==> src/rtl/maze_path_player.sv <==
// Buffers a solved maze path (2-bit moves) in a FIFO and replays it at a fixed pace, tracking X/Y.
// Optional macro PLAYER_BOUNDS_CHECK_EN: out-of-range moves trap in ERR instead of wrapping mod 16.
module maze_path_player #(
  parameter int DEPTH = 16,
  parameter int PACE  = 4
) (
  input  logic       clk,
  input  logic       rst_n,
  input  logic       in_valid_i,
  input  logic [1:0] in_move_i,
  input  logic       in_last_i,
  output logic       in_ready_o,
  input  logic       start_i,
  output logic       out_step_o,
  output logic [1:0] out_move_o,
  output logic [3:0] out_x_o,
  output logic [3:0] out_y_o,
  output logic       busy_o,
  output logic       done_o,
  output logic       error_o
);

  localparam int AW = $clog2(DEPTH);
  localparam int CW = (PACE > 1) ? $clog2(PACE) : 1;
  localparam logic [CW-1:0] CNT_RELOAD = CW'(PACE - 1);
  localparam logic [CW-1:0] CNT_ONE    = CW'(1);
  localparam logic [AW:0]   PTR_ONE    = (AW + 1)'(1);

  typedef enum logic [2:0] {
    S_COLLECT,
    S_LOADED,
    S_PLAY,
    S_DONE,
    S_ERR
  } state_t;

  state_t          state_q;
  logic [1:0]      mem_q [DEPTH];
  logic [AW:0]     wr_ptr_q, rd_ptr_q;
  logic [CW-1:0]   cnt_q;
  logic [3:0]      x_q, y_q;
  logic [3:0]      x_d, y_d;
  logic [1:0]      move_q;
  logic            step_q;
  logic            full, empty, wr_en, oob_hit;
  logic [1:0]      head;

  // One extra pointer bit distinguishes full from empty when the index bits match.
  assign full  = (wr_ptr_q[AW] != rd_ptr_q[AW]) && (wr_ptr_q[AW-1:0] == rd_ptr_q[AW-1:0]);
  assign empty = (wr_ptr_q == rd_ptr_q);
  assign in_ready_o = (state_q == S_COLLECT) && !full;
  assign wr_en = in_valid_i && in_ready_o;
  assign head  = mem_q[rd_ptr_q[AW-1:0]];

  always_ff @(posedge clk) begin
    if (wr_en) begin
      mem_q[wr_ptr_q[AW-1:0]] <= in_move_i;
    end
  end

  always_comb begin
    x_d = x_q;
    y_d = y_q;
    case (head)
      2'b00:   x_d = x_q + 4'd1;
      2'b01:   y_d = y_q + 4'd1;
      2'b10:   x_d = x_q - 4'd1;
      default: y_d = y_q - 4'd1;
    endcase
  end

`ifdef PLAYER_BOUNDS_CHECK_EN
  always_comb begin
    oob_hit = 1'b0;
    case (head)
      2'b00:   oob_hit = (x_q == 4'hF);
      2'b01:   oob_hit = (y_q == 4'hF);
      2'b10:   oob_hit = (x_q == 4'h0);
      default: oob_hit = (y_q == 4'h0);
    endcase
  end
  assign error_o = (state_q == S_ERR);
`else
  assign oob_hit = 1'b0;
  assign error_o = 1'b0;
`endif

  always_ff @(posedge clk or negedge rst_n) begin
    if (!rst_n) begin
      state_q  <= S_COLLECT;
      wr_ptr_q <= '0;
      rd_ptr_q <= '0;
      cnt_q    <= '0;
      x_q      <= 4'd0;
      y_q      <= 4'd0;
      move_q   <= 2'b00;
      step_q   <= 1'b0;
    end else begin
      step_q <= 1'b0;
      if (wr_en) begin
        wr_ptr_q <= wr_ptr_q + PTR_ONE;
      end
      case (state_q)
        S_COLLECT: begin
          if (wr_en && in_last_i) begin
            state_q <= S_LOADED;
          end
        end
        S_LOADED: begin
          if (start_i) begin
            state_q <= S_PLAY;
            cnt_q   <= CNT_RELOAD;
            x_q     <= 4'd0;
            y_q     <= 4'd0;
          end
        end
        S_PLAY: begin
          // Emptiness is checked first so DONE follows the final step by one cycle.
          if (empty) begin
            state_q <= S_DONE;
          end else if (cnt_q == '0) begin
            cnt_q    <= CNT_RELOAD;
            rd_ptr_q <= rd_ptr_q + PTR_ONE;
            if (oob_hit) begin
              state_q <= S_ERR;
            end else begin
              x_q    <= x_d;
              y_q    <= y_d;
              move_q <= head;
              step_q <= 1'b1;
            end
          end else begin
            cnt_q <= cnt_q - CNT_ONE;
          end
        end
        S_DONE: begin
          if (start_i) begin
            state_q <= S_COLLECT;
          end
        end
        default: begin
        end
      endcase
    end
  end

  assign out_step_o = step_q;
  assign out_move_o = move_q;
  assign out_x_o    = x_q;
  assign out_y_o    = y_q;
  assign busy_o     = (state_q == S_PLAY);
  assign done_o     = (state_q == S_DONE);

endmodule

==> config.mk <==
export PLATFORM = sky130hd
export DESIGN_NAME = maze_path_player
export DESIGN_NICKNAME = d
export VERILOG_FILES = /design/src/rtl/maze_path_player.sv
export SDC_FILE = /design/constraint.sdc
export NUM_CORES = 1
export LEC_CHECK = 0
export BUFFER_PORTS_ARGS = -buffer_cell sky130_fd_sc_hd__buf_2
export CAP_MARGIN = 5
export CORE_MARGIN = 5
export CORE_UTILIZATION = 64
export CTS_CLUSTER_SIZE = 8
export DETAILED_ROUTE_END_ITERATION = 8
export PLACE_DENSITY = 0.84
export RECOVER_POWER = 50
export SLEW_MARGIN = 5
export SYNTH_ARGS = -nofsm -noshare
export SYNTH_HDL_FRONTEND = slang
export SYNTH_SLANG_ARGS = --single-unit
==> constraint.sdc <==
create_clock -name clk -period 9.2 [get_ports clk]
set_clock_uncertainty 0.1 [all_clocks]
set_input_delay 0.46 -clock clk [delete_from_list [all_inputs] [get_ports clk]]
set_output_delay 0.46 -clock clk [all_outputs]
set_load 0.005 [all_outputs]
==> impl_results.md <==
* Htree depth at 3
* # fillers at 295
* Clock-pin slew on the worst setup and hold paths at 70 ps
* Largest net degree at the start of global routing at 26
* Worst EP arrival at 3790 ps
* Post-synth top area share at 32.31%
* # DRC at 0
* Max Root-Sink Buffers at 2
* Yosys cell types at 46
* Max Fclk at 274.0 MHz
* CP Data Required Time at 9340 ps
* Sw frac at 34.92%
* Final setup viols at 0
* Worst slew pin tran at 1399 ps
* Pleak at 1.332 nW
* Switch Pwr at 322.4 uW
* Sequential fraction of the synthesis area at 53.34%
* Commonest cells post-synth: edfxtp_1, dfrtp_1, ha_1
* Row cnt at 24
* Final Max Slew Viols at 0
* EDFF count, synth at 32
* Final min period at 3650 ps
* Crit start category: register
* Post-CTS setup buffers at 0
* Core area at 4444 um2
* Logic pwr share at 32.3%
* CTS buffer count at 9
* Gr usage total at 20.89%
* Die Wd at 78.17 um
* Vias per cell at 6.352
* Final WL at 5.852 mm
* Initial antenna violation count at 0
* Post-synthesis cell count at 222
* Type of the tightest min-delay check: input pin to asynchronous set/reset pin
* Worst setup EP type: register
* Placed cell count at 282
* PD cells at 280.7 nW/um2
* Top_reg_cell synth: edfxtp_1
* Drt pass-1 iters at 4
* Vias at 1893
* Mean Syn Cell Area at 13.40 um2
* Total power at 923.1 uW
* GP Congestion at 0.7669
* First-pass GRT wire length at 9.597 mm
* Finished Cell Area at 3288 um2
* Clock power share at 27.7%
* Peak supply drop at 196.7 uV
* Hold_buf cts at 0
* Period utilization at 39.67%
* Number of inserted diodes at 0
* Crit Path Category: register to register
* Synthesized area at 2974 um2
* YS warnings at 0
* Int Power at 600.8 uW
* Sum Neg Setup Slack at 0 ps
* Vias in the first global route at 1891
* Worst Slack Setup Final at 5550 ps
* RSZ-0062 raised after global routing: no
* Average wire per standard cell at 19.64 um
* Starting Density at 66.92%
* Drt initial violations at 135
* CTS Sinks at 57
* Area post-placement at 3083 um2
* Post-synth top area cell: edfxtp_1
* Layout overhead on the synthesized area at 10.56%
* Worst slew margin at 6.704%
* Synth Net Count at 245
* Top-count cell post-synth: edfxtp_1
* # IOs at 22
* Reg power frac at 40.1%
* Routed Antenna Nets at 0
* FFs w/ async S/R, synth at 43.86%
* Status: finished, final reports clean
* Ranking of synthesized cells by area: edfxtp_1, dfrtp_1, ha_1, mux4_2, mux4_1
* DP HPWL at 3.917 mm
* DIE AREA at 6111 um2
* Share of cells above drive strength 1 at 16.26%
* Max FO, Critical Path at 13
* IO Port Bufs at 20
* NumNets Final at 264
* Final Hold Fails at 0
* Die Y-Extent at 78.17 um
* Flops & latches, synth at 57
* Hold_ws at 336.6 ps
* Final core utilization at 73.99%
* Gr ovfl total at 0
* Max-cap violations at 0
* Dpl ws at 5591 ps
* Post-route insts no fill at 298
* Cts repair resizes at 0
* TritonCTS clock tree: built
* CTS root buffer: clkbuf_8
* Clk_lat worst skew at 330 ps
kinds of logic (layout without fill, tap and decap cells):
kind of cell,count (synthesis),count (layout),synth area share (%)
AO/OA/AOI/OAI,32,32,7.446
multiplexers,21,21,11.99
adder cells (fa/ha/maj),16,16,6.984
buffers and inverters,24,48,3.534
other,1,1,0.1261
flip-flops,57,57,53.34
AND/OR/NAND/NOR,54,54,11.57
XOR/XNOR,17,17,5.006
placed cells by master, fill, tap and decap left out, types with 2 or more instances in the layout:
cell type  netlist  final
a21boi_0         2      2
a21oi_1          3      3
a22o_1           3      3
a31oi_1          3      3
and4_1           7      7
and4b_1          4      4
buf_2            3     13
bufinv_16        0      2
clkbuf_1         8     10
clkbuf_8         0     10
dfrtp_1         25     25
edfxtp_1        32     32
ha_1            15     15
inv_1           11     11
mux2_2           5      5
mux2i_1          6      6
mux4_1           4      4
mux4_2           6      6
nand2_1         13     13
nand2b_1         4      4
nand3_1          3      3
nand4_1          3      3
nor2_1           5      5
nor2b_1          3      3
nor3b_1          4      4
nor4bb_1         4      4
o2111ai_1        2      2
o21a_1           2      2
o21ai_0          7      7
o31ai_1          2      2
xnor2_1         10     10
xor2_1           7      7
power by group through the flow:
stage	registers [mW]	clock network (mW)	logic (mW)
floorplan	0.340	0	0.244
global placement	0.370	0	0.283
detailed placement	0.372	0	0.293
CTS	0.368	0.256	0.299
global route	0.376	0.272	0.332
finish	0.370	0.255	0.298
registers in the layout, indices dropped and copies added (netlist names):
signal,flops
cnt_q,2
mem_q,32
out_move_o,2
out_step_o,1
out_x_o,4
out_y_o,4
rd_ptr_q,5
state_q,2
wr_ptr_q,5
cell type report:
| type | count | area (um2) | share of cell area [%] |
|---|---|---|---|
| flip-flops and latches | 57 | 1587 | 48.25 |
| multi-input cells | 141 | 1282 | 39.00 |
| inverters | 11 | 41.29 | 1.256 |
| well taps | 52 | 65.06 | 1.979 |
| clock buffers | 13 | 148.9 | 4.528 |
| clock inverters | 3 | 65.06 | 1.979 |
| repair buffers | 21 | 98.84 | 3.006 |
critical path, cell delays in order (launching register included):
cell	delay [ps]
dfrtp_1	720
mux4_1	660
mux4_2	630
nand2b_1	180
ha_1	250
a21o_1	170
a21oi_1	160
xor2_1	100
or4_1	490
o2111ai_1	90
path summary, 6_finish.rpt:
path	startpoint	end	slack, ps	depth (start not counted)
worst max-delay path	rd_ptr_q[2]	out_y_o[3]	5550	9
worst min-delay path	rst_n	out_move_o[0]	340	1
worst max register to register	rd_ptr_q[2]	out_y_o[3]	5550	9
worst min register to register	out_move_o[1]	out_move_o[1]	410	1
max in group asynchronous	rst_n	cnt_q[1]	7830	1
min in group clk	out_move_o[1]	out_move_o[1]	410	1
metal layers:
metal | track usage [%] | vias up | routed length, um
met5 | 0 | - | 0
met4 | 8.217 | 0 | 147
met3 | 6.522 | 17 | 325
met2 | 33.65 | 64 | 2858
met1 | 26.55 | 933 | 2520
li1 | - | 879 | -
Note: power is estimated with default switching activity, not from simulation.
